==> config.mk <==
export PLATFORM = sky130hd
export DESIGN_NAME = mem_arbiter
export DESIGN_NICKNAME = d
export VERILOG_FILES = /design/src/rtl/mem_arbiter.sv
export SDC_FILE = /design/constraint.sdc
export NUM_CORES = 1
export LEC_CHECK = 0
export ABC_AREA = 1
export CAP_MARGIN = 20
export CORE_MARGIN = 8
export CORE_UTILIZATION = 40
export CTS_BUF_LIST = sky130_fd_sc_hd__clkbuf_2
export DETAILED_ROUTE_END_ITERATION = 10
export GPL_ROUTABILITY_DRIVEN = 0
export GPL_TIMING_DRIVEN = 0
export HOLD_SLACK_MARGIN = 0.06
export MAX_ROUTING_LAYER = met4
export PLACE_DENSITY = 0.9
export SLEW_MARGIN = 15
export SYNTH_ARGS = -nofsm -noshare
export SYNTH_HDL_FRONTEND = slang
export SYNTH_SLANG_ARGS = --single-unit
export TNS_END_PERCENT = 20
==> constraint.sdc <==
create_clock -name clk -period 2.2 [get_ports clk]
set_input_delay 0.44 -clock clk [delete_from_list [all_inputs] [get_ports clk]]
set_output_delay 0.44 -clock clk [all_outputs]
set_load 0.01 [all_outputs]
==> src/rtl/mem_arbiter.sv <==
// mem_arbiter
// -----------------------------------------------------------------------------
// N-channel round-robin arbiter between several memory masters and one shared
// SRAM-style slave port (sel/we/byte_en/addr/din/dout/ack). A granted request
// is registered onto the slave port and held there until the slave acks. The
// ack and read data are then routed back to the granted channel.
//
// Optional feature (compile-time macro MEM_ARB_TIMEOUT_EN):
//   When defined, a BUSY-cycle counter ends a transfer that has not been acked
//   after TIMEOUT cycles. It completes with m_ack and m_err set and read data 0.
//   When undefined, BUSY waits indefinitely, m_err is tied to 0 and TIMEOUT
//   is ignored.
//
// Parameters:
//   NCH      number of master channels (>= 1)
//   AW       address width
//   DW       data width (multiple of 8), byte-mask width MW = DW/8
//   TIMEOUT  BUSY-cycle limit before an error response (>= 1)
//
// Ports:
//   clk, rst          clock (rising edge), synchronous active-high reset
//   m_sel   [NCH]     per-channel request, held with payload until its ack
//   m_we    [NCH]     per-channel write enable
//   m_addr  [NCH*AW]  channel i at [i*AW +: AW]
//   m_wdata [NCH*DW]  channel i at [i*DW +: DW]
//   m_wmask [NCH*MW]  byte-lane write mask, channel i at [i*MW +: MW]
//   m_rdata [DW]      shared read data, 0 unless an m_ack bit is high
//   m_ack   [NCH]     one-hot completion pulse
//   m_err   [NCH]     error flag, qualified by m_ack
//   s_sel, s_we       registered slave request / write enable
//   s_addr, s_wdata,
//   s_wmask           registered slave payload
//   s_rdata, s_ack    slave read data and completion (ack may come with s_sel)
//   busy              high while a transfer is outstanding
// -----------------------------------------------------------------------------

module mem_arbiter #(
   parameter int unsigned NCH     = 2,
   parameter int unsigned AW      = 32,
   parameter int unsigned DW      = 32,
   parameter int unsigned TIMEOUT = 16
) (
   input  logic                  clk,
   input  logic                  rst,
   input  logic [NCH-1:0]        m_sel,
   input  logic [NCH-1:0]        m_we,
   input  logic [NCH*AW-1:0]     m_addr,
   input  logic [NCH*DW-1:0]     m_wdata,
   input  logic [NCH*(DW/8)-1:0] m_wmask,
   output logic [DW-1:0]         m_rdata,
   output logic [NCH-1:0]        m_ack,
   output logic [NCH-1:0]        m_err,
   output logic                  s_sel,
   output logic                  s_we,
   output logic [AW-1:0]         s_addr,
   output logic [DW-1:0]         s_wdata,
   output logic [DW/8-1:0]       s_wmask,
   input  logic [DW-1:0]         s_rdata,
   input  logic                  s_ack,
   output logic                  busy
);

   localparam int unsigned MW = DW / 8;
   localparam int unsigned PW = (NCH > 1) ? $clog2(NCH) : 1;

   // Elaboration-time parameter sanity checks.
   if (NCH < 1) begin : g_chk_nch
      $error("mem_arbiter: NCH must be at least 1");
   end
   if ((DW == 0) || (DW % 8 != 0)) begin : g_chk_dw
      $error("mem_arbiter: DW must be a non-zero multiple of 8");
   end
   if (TIMEOUT < 1) begin : g_chk_timeout
      $error("mem_arbiter: TIMEOUT must be at least 1");
   end

   typedef enum logic {
      StIdle,
      StBusy
   } state_e;

   state_e          state_q, state_d;
   logic [PW-1:0]   ptr_q, ptr_d;
   logic [PW-1:0]   grant_q, grant_d;
   logic            s_sel_q, s_sel_d;
   logic            s_we_q, s_we_d;
   logic [AW-1:0]   s_addr_q, s_addr_d;
   logic [DW-1:0]   s_wdata_q, s_wdata_d;
   logic [MW-1:0]   s_wmask_q, s_wmask_d;

   logic            req_any;
   logic [PW-1:0]   pick;
   logic [PW-1:0]   cand;
   logic            tmo;
   logic            done;

   // (base + off) mod NCH, for off < NCH.
   function automatic logic [PW-1:0] wrap_add(input logic [PW-1:0] base,
                                               input int unsigned off);
      int unsigned sum;
      sum = 32'(base) + off;
      if (sum >= NCH) begin
         sum = sum - NCH;
      end
      return PW'(sum);
   endfunction

   // ---------------------------------------------------------------------------
   // Round-robin pick: first requester scanning ptr, ptr+1, ... with wrap.
   // ---------------------------------------------------------------------------
   always_comb begin
      req_any = 1'b0;
      pick    = ptr_q;
      cand    = ptr_q;
      for (int unsigned k = 0; k < NCH; k++) begin
         cand = wrap_add(ptr_q, k);
         if (!req_any && m_sel[cand]) begin
            req_any = 1'b1;
            pick    = cand;
         end
      end
   end

   // ---------------------------------------------------------------------------
   // Optional bus timeout
   // ---------------------------------------------------------------------------
`ifdef MEM_ARB_TIMEOUT_EN
   localparam int unsigned CW = $clog2(TIMEOUT + 1);

   logic [CW-1:0] cnt_q, cnt_d;

   // An s_ack in the timeout cycle wins, so tmo requires !s_ack.
   assign tmo = (state_q == StBusy) && !s_ack && (cnt_q == CW'(TIMEOUT - 1));

   always_comb begin
      cnt_d = cnt_q;
      if (state_q == StIdle) begin
         cnt_d = '0;
      end else if (!s_ack) begin
         cnt_d = cnt_q + 1'b1;
      end
   end
`else
   assign tmo = 1'b0;
`endif

   assign done = (state_q == StBusy) && (s_ack || tmo);

   // ---------------------------------------------------------------------------
   // Next-state logic
   // ---------------------------------------------------------------------------
   always_comb begin
      state_d   = state_q;
      ptr_d     = ptr_q;
      grant_d   = grant_q;
      s_sel_d   = s_sel_q;
      s_we_d    = s_we_q;
      s_addr_d  = s_addr_q;
      s_wdata_d = s_wdata_q;
      s_wmask_d = s_wmask_q;

      case (state_q)
         StIdle: begin
            // Payload holds its last value while idle with no request.
            if (req_any) begin
               grant_d   = pick;
               s_sel_d   = 1'b1;
               s_we_d    = m_we[pick];
               s_addr_d  = m_addr[pick*AW +: AW];
               s_wdata_d = m_wdata[pick*DW +: DW];
               s_wmask_d = m_wmask[pick*MW +: MW];
               state_d   = StBusy;
            end
         end
         StBusy: begin
            if (done) begin
               s_sel_d = 1'b0;
               ptr_d   = wrap_add(grant_q, 1);
               state_d = StIdle;
            end
         end
         default: begin
            state_d = StIdle;
         end
      endcase
   end

   // ---------------------------------------------------------------------------
   // State and registered slave-port outputs
   // ---------------------------------------------------------------------------
   always_ff @(posedge clk) begin
      if (rst) begin
         state_q   <= StIdle;
         ptr_q     <= '0;
         grant_q   <= '0;
         s_sel_q   <= 1'b0;
         s_we_q    <= 1'b0;
         s_addr_q  <= '0;
         s_wdata_q <= '0;
         s_wmask_q <= '0;
`ifdef MEM_ARB_TIMEOUT_EN
         cnt_q     <= '0;
`endif
      end else begin
         state_q   <= state_d;
         ptr_q     <= ptr_d;
         grant_q   <= grant_d;
         s_sel_q   <= s_sel_d;
         s_we_q    <= s_we_d;
         s_addr_q  <= s_addr_d;
         s_wdata_q <= s_wdata_d;
         s_wmask_q <= s_wmask_d;
`ifdef MEM_ARB_TIMEOUT_EN
         cnt_q     <= cnt_d;
`endif
      end
   end

   // ---------------------------------------------------------------------------
   // Completion routing back to the granted master
   // ---------------------------------------------------------------------------
   always_comb begin
      m_ack   = '0;
      m_err   = '0;
      m_rdata = '0;
      // Reset aborts the transfer: suppress any ack arriving in the reset cycle.
      if (done && !rst) begin
         for (int unsigned i = 0; i < NCH; i++) begin
            if (grant_q == PW'(i)) begin
               m_ack[i] = 1'b1;
               m_err[i] = tmo;
            end
         end
         if (s_ack) begin
            m_rdata = s_rdata;
         end
      end
   end

   assign s_sel   = s_sel_q;
   assign s_we    = s_we_q;
   assign s_addr  = s_addr_q;
   assign s_wdata = s_wdata_q;
   assign s_wmask = s_wmask_q;
   assign busy    = (state_q == StBusy);

endmodule

# After elaboration in Yosys (flattened, before gate mapping)
# Index checks and enable logic that the tools add are counted.
[classes] shifts=3 addsub=5 bitwise_logic=1 reduce_logical=8 eq_ne=2 magnitude_cmp=6 n_mux=24
[op_table] op="$shiftx A64 B7 Y32" count=2
[op_table] op="$mux W32" count=2
[op_table] op="$mux W1" count=19
[op_table] op="$shiftx A8 B4 Y4" count=1
[op_table] op="$lt A1 B2 Y1 const B" count=3
[op_table] op="$reduce_and A2 Y1" count=3
[op_table] op="$add A1 B1 Y2 const B" count=2
[op_table] op="$ge A2 B2 Y1 const B" count=2
[op_table] op="$pmux W1 S2" count=2
[op_table] op="$logic_and A1 B1 Y1" count=3
[op_table] op="$sub A1 B1 Y1 const B" count=3
[op_table] op="$ge A1 B2 Y1 const B" count=1
[op_table] op="$logic_not A1 Y1" count=2
[op_table] op="$mux W2" count=1
[op_table] op="$ne A2 B1 Y1 const B" count=1
[op_table] op="$ne A2 B2 Y1 const B" count=1
[op_table] op="$not A1 Y1" count=1
[word_totals] wordCells=57 ff_bits=73

# Depth between registers and ports, before layout
# Gate-level depths: netlist of run 1.
[logic_depth] depth_word=10 ltp_mapped=8 mapped_depth_nobuf=7

# Least setup slack after synthesis of run 1
# Ideal clock, no wire load.
[synth_timing] path_type="input to output" startpoint="input rst" endpoint="output m_rdata[10]" cell_stages=5 n_path_buf=2 path_slack_ps=571 arrival_ps=1189 cell_sequence="clkbuf_2 > inv_1 > nand3_1 > buf_2 > nor2_1"
[synth_between] elab_chain_len=3
[synth_lines] element="start: declaration" line_no="44" source="input logic rst,"
[synth_lines] element="$logic_not A1 Y1" line_no="227" source="if (done && !rst) begin"
[synth_lines] element="$logic_and A1 B1 Y1" line_no="227"
[synth_lines] element="$mux W32" line_no="227"
[synth_lines] element="end: declaration" line_no="50" source="output logic [DW-1:0] m_rdata,"
# No other way between the ends.

# Worst setup path in the final report of run 1
[layout_timing] startpoint="input s_ack" endpoint="output m_rdata[14]"
[layout_between] elab_chain_len=3
[layout_lines] element="start: declaration" line_no="59" source="input logic s_ack,"
[layout_lines] element="$logic_and A1 B1 Y1" line_no="147" source="assign done = (state_q == StBusy) && (s_ack || tmo);"
[layout_lines] element="$logic_and A1 B1 Y1" line_no="227"
[layout_lines] element="$mux W32 (*)" line_no="227"
# Every way passes the cells marked *; elsewhere a longest branch is shown, timed or not.

==> results.ini, run 1 <==
[clock_tree]
insertion_delay_ps = 510
root_buffer = clkbuf_2
htreeDepth = 3
numClockSinks = 73
cts_buffer_depth = 2
numCtsBuffers = 9
path_clk_slew_ps = 200
cts-resized-gates = 36
cts_tree = yes
cts_setup_buffers = 0
holdBufCountCts = 0

[layout]
layout.nets = 1158
fillerInstances = 877
final_core_util = 0.7089
drive_gt1_frac = 0.04656
area_growth_pct = 74.86
antenna-diode-count = 0

[worst_setup_path]
crit_path_end_kind = output port
worst-setup-path-type = input pin to output port
cpLargestDelayFamily = buffers and inverters
required_ps = 1760
cp.arrival_ps = 1680
max_stage_delay_ps = 520
path_cells = clkdlybuf4s50_1 > nand3_4 > clkbuf_4 > nor2_1 > dlygate4sd2_1
slowest_stage = clkdlybuf4s50_1
crit_buf_inv = 3
critPathMaxFanout = 10
worstSetupStartpointType = input pin

[sta]
fin_worst_skew_ps = 33.19
fmax_mhz = 471.6
period_minus_slack_ps = 2121
rsz0062_at_grt = no
worst_slew_pin_slew_ps = 502.5
hold_slack_ps = 404.9
drv_slew = 0
relSlewSlack = 0.6650
hold_violations = 0
setup_viol = 0
period_share = 0.9639

[routing]
drc = 0
wl_per_cell_um = 14.68
dr.pass1.iters = 4
wirelength_um = 16500
drtAntennaViolNets = 0
vias_per_cell = 4.615
first_iter_violations = 286
vias = 5187

[pwr]
power_frac_comb = 0.363
seqPwrFrac = 0.410
power_per_cell_area_mw_per_mm2 = 517.6
p_sw_mw = 1.178
p_leak_nw = 3.772
swShare = 0.3165
peakVddDrop_v = 0.0002913
power.total_mw = 3.720
internal_power_mw = 2.543
clock_power_share = 0.226

[global_routing]
grt_pass1_wl_um = 25920
grt_max_degree = 13
grt_pass1_vias = 5067
grt_usage = 0.2364
grt-ovfl-total = 0
grt_antenna_before_repair = 0

[die]
rows = 37
start_util = 0.4054
die_area_mm2 = 0.01378
die_w_um = 117.4
num_io_pins = 282
core_mm2 = 0.01014
chipHeight_um = 117.4

[outcome]
status = finished clean

[job]
maxCapViolations = 0

[synthesis]
synth_mux_area_frac = 0
synth_cell_type_count = 15
synth_xor_area_frac = 0
syn-cell-area_mm2 = 0.004110
yosysWarningCount = 0
synth_compound_area_frac = 0.09011
synth_area_per_cell_um2 = 5.931
synth_seq_cells = 73
synth.yosys.seq_area_share = 0.3556
syn_inst = 693
synth_simple_gate_area_frac = 0.3376
synth_fa_ha_area_frac = 0
synth_top_family_by_area = simple AND/OR/NAND/NOR gates

[placed_design]
io_buffers = 278
dp_hpwl_um = 13230

[worst_hold_path]
hp-class = input pin to flop

-- layout make-up --
class / instances / area, um^2 / share of cell area
multi-input cells: 397 / 1778 / 0.2474
inverters: 176 / 660.6 / 0.09192
repair buffers: 278 / 2749 / 0.3825
clock buffers: 9 / 45.04 / 0.006267
flip-flops and latches: 73 / 1465 / 0.2039
plain buffers: 48 / 234.0 / 0.03256
clock inverters: 7 / 85.08 / 0.01184
well taps: 136 / 170.2 / 0.02368
-- power groups by stage --
stage	combinational [mW]	sequential, mW	clock [mW]
2_1_floorplan	0.526	1.62	0
3_3_place_gp	1.34	1.55	0
3_5_place_dp	1.36	1.56	0
4_1_cts	1.36	1.53	0.867
5_1_grt	1.49	1.54	0.918
6_report	1.35	1.53	0.842
-- metrics by stage --
step | instance area (um^2) | cells | worst slack, ps | TNS, ps
finish | 7187 | 1124 | 79.42 | 0
global route | 7187 | 1124 | 1.548 | 0
CTS | 7177 | 1124 | -181.4 | -361.0
detailed placement | 7067 | 1108 | -356.5 | -10260
global placement | 7067 | 1108 | -345.2 | -9848
floorplan | 4114 | 694 | 571.3 | 0
-- worst paths after layout --
check / from / end / slack (ps) / cells past startpoint
max: s_ack / m_rdata[14] / 80 / 5
min: rst / grant_q / 400 / 4
max reg2reg: busy / s_wdata[4] / 600 / 7
min reg2reg: s_sel / s_sel / 500 / 2
-- kinds of logic after synthesis --
family / count (synthesis)
simple gates: 322
buf+inv: 224
compound gates: 73
flops: 73
other cells: 1
-- flip-flops by register name, summed over array words and instances, names as in the netlist --
signal	flops
s_we	1
grant_q	1
s_addr	32
s_sel	1
s_wdata	32
s_wmask	4
busy	1
ptr_q	1
-- worst min-delay path, delay by kind of cell --
family	cells	cell delay (ps)
simple gates	1	90
compound gates	1	40
buf+inv	2	320
-- routing by layer --
| metal | share of wire | track usage | wire length, um | vias to the layer above |
|---|---|---|---|---|
| met5 | 0 | - | 0 | - |
| met4 | 0.023 | 0.07786 | 384 | 0 |
| met3 | 0.075 | 0.06523 | 1233 | 31 |
| met2 | 0.49 | 0.3966 | 8139 | 196 |
| met1 | 0.41 | 0.2664 | 6747 | 2298 |
| li1 | - | - | - | 2662 |
-- cell usage after synthesis --
library cell    n  share of area
o21ai_2         1         0.0021
nand3_1       139           0.17
inv_1         175           0.16
dfxtp_1        73           0.36
clkbuf_1       23          0.021
buf_4           6          0.011
nand2_2         2         0.0030
o22ai_1         1         0.0015
conb_1          1        0.00091
nand2_1       144           0.13
inv_2           1        0.00091
buf_2          18          0.022
nor2_1         37          0.034
a21oi_1        71          0.086
clkbuf_2        1         0.0012
-- layout by cell type, fill, tap and decap left out --
master	instances
a21oi_1	71
buf_2	15
buf_4	8
bufinv_16	2
clkbuf_1	23
clkbuf_2	11
clkbuf_4	1
clkdlybuf4s15_1	1
clkdlybuf4s50_1	244
clkinv_1	2
clkinv_2	2
clkinvlp_4	1
conb_1	2
dfxtp_1	72
dfxtp_4	1
dlygate4sd2_1	29
dlymetal6s2s_1	3
inv_1	175
inv_2	1
nand2_1	144
nand2_2	2
nand3_1	138
nand3_4	1
nor2_1	37
o21ai_2	1
o22ai_1	1
Note: power is estimated with default switching activity, not from simulation.
==> run 2, diff against run 1 <==
- CORE_UTILIZATION: 40 -> 37
- GPL_TIMING_DRIVEN: 0 -> unset
- PLACE_DENSITY: 0.9 -> 0.84
- clock period: 2.2 -> 2.15 ns (I/O delays scaled with it)
==> run 2 against run 1 <==
Net effect:
- worst hold slack lost 130 ps
- clock power shrank 11%
- sequential cell count is the same
- sequential share of layout area grew 0.16 points
- register-to-register slack gained 90 ps
- first-iteration DRC count grew 5.9%
- critical path type unchanged
- critical endpoint is now m_rdata[21]
==> results.ini, run 2 (synthesized netlist as in run 1, its figures left out) <==
[global_routing]
grt_usage = 0.2134  ; was 0.2364
grt_max_degree = 70  ; was 13
grt_antenna_before_repair = 0  ; unchanged
grt_pass1_vias = 4768  ; was 5,067
grt-ovfl-total = 0  ; unchanged
grt_pass1_wl_um = 24380  ; was 25,920 um

[placed_design]
io_buffers = 279  ; was 278
dp_hpwl_um = 12650  ; was 13,230 um
dpl_worst_slack_ps = -327.3  ; was -356.5 ps
dpl.cell_count = 1081  ; was 1,108

[clock_tree]
cts_buffer_depth = 2  ; unchanged
numClockSinks = 73  ; unchanged
htreeDepth = 3  ; unchanged
holdBufCountCts = 0  ; unchanged
root_buffer = clkbuf_2  ; unchanged
cts_setup_buffers = 0  ; unchanged
numCtsBuffers = 9  ; unchanged
path_clk_slew_ps = 210  ; was 200 ps
insertion_delay_ps = 490  ; was 510 ps
cts_tree = yes  ; unchanged

[worst_setup_path]
path_cells = clkdlybuf4s50_1 > nand3_2 > buf_12 > nor2_1 > clkdlybuf4s15_1  ; was clkdlybuf4s50_1 > nand3_4 > clkbuf_4 > nor2_1 > dlygate4sd2_1
path_depth = 5  ; unchanged
cpLargestDelayFamily = buffers and inverters  ; unchanged
crit_buf_inv = 3  ; unchanged
reg2reg_setup_slack_ps = 690  ; was 600 ps
critPathMaxFanout = 33  ; was 10
rr_endpoint = s_wmask[2]  ; was s_wdata[4]
ff2ff_path_depth = 8  ; was 7
max_stage_delay_ps = 510  ; was 520 ps
worst-setup-path-type = input pin to output port  ; unchanged
rr_startpoint = busy  ; unchanged
required_ps = 1720  ; was 1760 ps
worstSetupStartpointType = input pin  ; unchanged
cp.arrival_ps = 1660  ; was 1680 ps
slowest_stage = clkdlybuf4s50_1  ; unchanged
crit_path_end_kind = output port  ; unchanged

[sta]
worst_slew_pin_slew_ps = 733.3  ; was 502.5 ps
fin_worst_skew_ps = 22.46  ; was 33.19 ps
hold_violations = 0  ; unchanged
fmax_mhz = 478.8
relSlewSlack = 0.5111  ; was 0.6650
period_minus_slack_ps = 2089
rsz0062_at_grt = yes  ; was no
setup_viol = 0  ; unchanged
period_share = 0.9714
hold_slack_ps = 274.7  ; was 404.9 ps
fin_ws_ps = 61.45  ; was 79.42 ps
drv_slew = 0  ; unchanged

[die]
start_util = 0.3792  ; was 0.4054
core_mm2 = 0.01084  ; was 0.01014 mm^2
num_io_pins = 282  ; unchanged
rows = 38  ; was 37
chipHeight_um = 121.4  ; was 117.4 um
die_w_um = 121.4  ; was 117.4 um
die_area_mm2 = 0.01474  ; was 0.01378 mm^2

[layout]
mostFrequentLayoutCells = clkdlybuf4s50_1, inv_1, nand2_1, nand3_1, dfxtp_1  ; unchanged
final_common_cell = clkdlybuf4s50_1  ; unchanged
multi_input_area_mm2 = 0.001783  ; was 0.001778 mm^2
layout.nets = 1127  ; was 1,158
area_growth_pct = 73.21  ; was 74.86%
final_core_util = 0.6567  ; was 0.7089
fillerInstances = 1005  ; was 877
regArea_mm2 = 0.001463  ; was 0.001465 mm^2
antenna-diode-count = 0  ; unchanged
final_cells = 1097  ; was 1,124
drive_gt1_frac = 0.04389  ; was 0.04656

[routing]
wl_per_cell_um = 14.54  ; was 14.68 um
vias = 5000  ; was 5,187
dr.pass1.iters = 4  ; unchanged
drtAntennaViolNets = 0  ; unchanged
wirelength_um = 15960  ; was 16,500 um
vias_per_cell = 4.558  ; was 4.615
first_iter_violations = 303  ; was 286
drc = 0  ; unchanged

[worst_hold_path]
hp-class = input pin to flop  ; unchanged
min_from = rst  ; unchanged
whs_path_depth = 4  ; unchanged
min_to = grant_q  ; unchanged

[outcome]
status = finished clean  ; unchanged

[pwr]
peakVddDrop_v = 0.0002673  ; was 0.0002913 V
power.total_mw = 3.688  ; was 3.720 mW
power_per_cell_area_mw_per_mm2 = 518.0  ; was 517.6 mW/mm^2
p_leak_nw = 3.659  ; was 3.772 nW

[job]
maxCapViolations = 0  ; unchanged

-- run 2: worst max-delay path by stage --
stage | from | to
2_1_floorplan | rst | m_rdata[10]
4_1_cts | busy | m_rdata[24]
6_report | s_ack | m_rdata[21]
3_3_place_gp | s_ack | m_rdata[7]
3_5_place_dp | s_ack | m_rdata[24]
5_1_grt | busy | m_rdata[0]
-- run 2: area by class of cell --
type | instances | area share
timing repair buffer | 295 | 0.4118
clock inverter | 7 | 0.008612
multi-input combinational | 397 | 0.2504
sequential | 73 | 0.2054
clock buffer | 9 | 0.006327
tap | 140 | 0.02460
inverter | 176 | 0.09279
-- run 2: repair_timing --
item | 4_1_cts | 5_1_grt
pin swaps | 0 | 0
resized for setup | 37 | 18
endpoints found under the setup margin | 34 | 15
-- run 2: worst reg2reg max path, cell delays in order (launching register included) --
cell and delay (ps):
dfxtp_2 380, buf_4 140, inv_1 100, o21ai_4 90, inv_2 110, buf_4 300
nand3_1 150, nand2_1 70, inv_1 30
-- run 2: metrics by stage --
step	cell area, um^2	setup TNS, ps
final	7119	0
after global routing	7119	-8.243
after CTS	7116	-10.46
after detailed placement	7043	-8119
after global placement	7043	-5796
after floorplan	4114	0
-- run 2: routing by layer --
layer / share of wire / track usage
met1: 0.38 / 0.2273
met2: 0.50 / 0.3662
met3: 0.099 / 0.06329
met4: 0.025 / 0.08019
met5: 0 / -
-- run 2: power breakdown --
| group | switching [mW] | internal [mW] | total [mW] |
|---|---|---|---|
| Sequential | 0.0649 | 1.49 | 1.56 |
| Clock | 0.491 | 0.258 | 0.749 |
| Combinational | 0.635 | 0.744 | 1.38 |
| Total | 1.19 | 2.50 | 3.69 |
==> run 3, diff against run 2 <==
- PLACE_DENSITY: 0.84 -> 0.91
- SLEW_MARGIN: 15 -> unset
==> run 3 against run 2 <==
Net effect:
- worst hold slack improved by 43 ps
- count of clock-buffer cells in the layout unchanged
- first-iteration DRC count rose by 9.2%
- wire length fell by 0.18%
- final cell count hardly changed
- total power rose by 4.4%
- design area increased by 0.79%
- non-clock buffer count decreased by 1
==> results.ini, run 3 (synthesized netlist as in run 1, its figures left out) <==
[die]
chipHeight_um = 121.4  ; unchanged
rows = 38  ; unchanged
core_mm2 = 0.01084  ; unchanged
num_io_pins = 282  ; unchanged
die_area_mm2 = 0.01474  ; unchanged
die_w_um = 121.4  ; unchanged
start_util = 0.3792  ; unchanged

[clock_tree]
cts_tree = yes  ; unchanged
insertion_delay_ps = 500  ; was 490 ps
numCtsBuffers = 9  ; unchanged
path_clk_slew_ps = 220  ; was 210 ps
cts_buffer_depth = 2  ; unchanged
cts_setup_buffers = 0  ; unchanged
htreeDepth = 3  ; unchanged
numClockSinks = 73  ; unchanged
root_buffer = clkbuf_2  ; unchanged

[routing]
dr.pass1.iters = 5  ; was 4
vias_per_cell = 4.606  ; was 4.558
drtAntennaViolNets = 0  ; unchanged
first_iter_violations = 331  ; was 303
wirelength_um = 15930  ; was 15,960 um
wl_per_cell_um = 14.53  ; was 14.54 um
vias = 5048  ; was 5,000
drc = 0  ; unchanged

[global_routing]
grt_antenna_before_repair = 0  ; unchanged
grt_usage = 0.2157  ; was 0.2134
grt-ovfl-total = 0  ; unchanged
grt_max_degree = 70  ; unchanged
grt_pass1_vias = 4846  ; was 4,768
grt_pass1_wl_um = 24790  ; was 24,380 um

[sta]
period_minus_slack_ps = 2107  ; was 2089 ps
setup_tns_ps = 0  ; unchanged
setup_viol = 0  ; unchanged
relSlewSlack = 0.5021  ; was 0.5111
fmax_mhz = 474.7  ; was 478.8 MHz
period_share = 0.9798  ; was 0.9714
hold_violations = 0  ; unchanged
fin_worst_skew_ps = 26.65  ; was 22.46 ps
hold_slack_ps = 317.2  ; was 274.7 ps
worst_slew_pin_slew_ps = 746.8  ; was 733.3 ps
drv_slew = 0  ; unchanged
rsz0062_at_grt = no  ; was yes

[worst_hold_path]
min_to = grant_q  ; unchanged
min_from = rst  ; unchanged
whs_path_depth = 5  ; was 4
hp-class = input pin to flop  ; unchanged

[pwr]
p_leak_nw = 3.727  ; was 3.659 nW
power_per_cell_area_mw_per_mm2 = 536.7  ; was 518.0 mW/mm^2
peakVddDrop_v = 0.0003472  ; was 0.0002673 V
power.total_mw = 3.851  ; was 3.688 mW

[worst_setup_path]
reg2reg_setup_slack_ps = 770  ; was 690 ps
critPathMaxFanout = 34  ; was 33
worst-setup-path-type = input pin to output port  ; unchanged
cp.arrival_ps = 1680  ; was 1660 ps
ff2ff_path_depth = 8  ; unchanged
rr_startpoint = busy  ; unchanged
crit_start = s_ack  ; unchanged
worstSetupStartpointType = input pin  ; unchanged
required_ps = 1720  ; about the same
rr_endpoint = s_wmask[0]  ; was s_wmask[2]
crit_path_end_kind = output port  ; unchanged

[layout]
fillerInstances = 962  ; was 1,005
area_growth_pct = 74.58  ; was 73.21%
final_common_cell = clkdlybuf4s50_1  ; unchanged
multi_input_area_mm2 = 0.001780  ; was 0.001783 mm^2
regArea_mm2 = 0.001463  ; unchanged
antenna-diode-count = 0  ; unchanged
final_area_mm2 = 0.007176  ; was 0.007119 mm^2
mostFrequentLayoutCells = clkdlybuf4s50_1, inv_1, nand2_1, nand3_1, dfxtp_1  ; unchanged
final_core_util = 0.6619  ; was 0.6567
drive_gt1_frac = 0.04079  ; was 0.04389
layout.nets = 1126  ; was 1,127

[job]
maxCapViolations = 0  ; unchanged

[placed_design]
io_buffers = 279  ; unchanged
dp_hpwl_um = 12410  ; was 12,650 um
placed_area_mm2 = 0.007073  ; was 0.007043 mm^2

[outcome]
status = finished clean  ; unchanged

==> run 3: changes by cell type in the layout (fill, tap and decap cells not counted), sizes merged <==
cell           change
dlygate4sd2       +15
clkdlybuf4s15     -12
clkinv             -4
clkbuf             -3
clkinvlp           +2
buf                -1
bufinv             +1
inv                +1
==> run 3: final cells by class <==
class / instances / share of cell area
flip-flops and latches: 73 / 0.2038
clock buffers: 9 / 0.006277
multi-input cells: 397 / 0.2481
inverters: 176 / 0.09207
repair buffers: 294 / 0.4122
clock inverters: 7 / 0.01308
well taps: 140 / 0.02441
==> run 3: how the worst max path moves through the flow <==
| stage | end | slack [ps] |
|---|---|---|
| after CTS | m_rdata[26] | 40 |
| final | m_rdata[26] | 40 |
| after detailed placement | m_rdata[26] | -280 |
| after floorplan | m_rdata[10] | 540 |
| after global placement | m_rdata[19] | -150 |
| after global routing | m_rdata[26] | 2 |
==> run 3: per-stage QoR <==
step / worst slack [ps] / cells
2_1_floorplan: 541.3 / 694
3_3_place_gp: -154.5 / 1080
3_5_place_dp: -276.8 / 1080
4_1_cts: 41.58 / 1096
5_1_grt: 1.940 / 1096
6_report: 43.38 / 1096
==> run 3: critical path: stages <==
cell and delay [ps]:
clkdlybuf4s50_1 490, nand3_2 120, buf_12 180, nor2_1 130, dlygate4sd2_1 310
==> run 3: power breakdown <==
| part | total [mW] | switching [mW] | internal, mW |
|---|---|---|---|
| clock network | 0.899 | 0.515 | 0.384 |
| logic | 1.39 | 0.638 | 0.752 |
| registers | 1.56 | 0.0665 | 1.50 |
==> run 3: timing repair <==
item	in CTS	in global routing
gates resized for setup	36	0
endpoints found under the setup margin	34	0
hold buffers	0	0
==> run 3: layer usage <==
| layer | GRT usage | up-vias | share of wire |
|---|---|---|---|
| li1 | - | 2595 | - |
| met1 | 0.2306 | 2209 | 0.39 |
| met2 | 0.3586 | 208 | 0.48 |
| met3 | 0.07120 | 36 | 0.093 |
| met4 | 0.09252 | 0 | 0.030 |
| met5 | - | - | 0 |
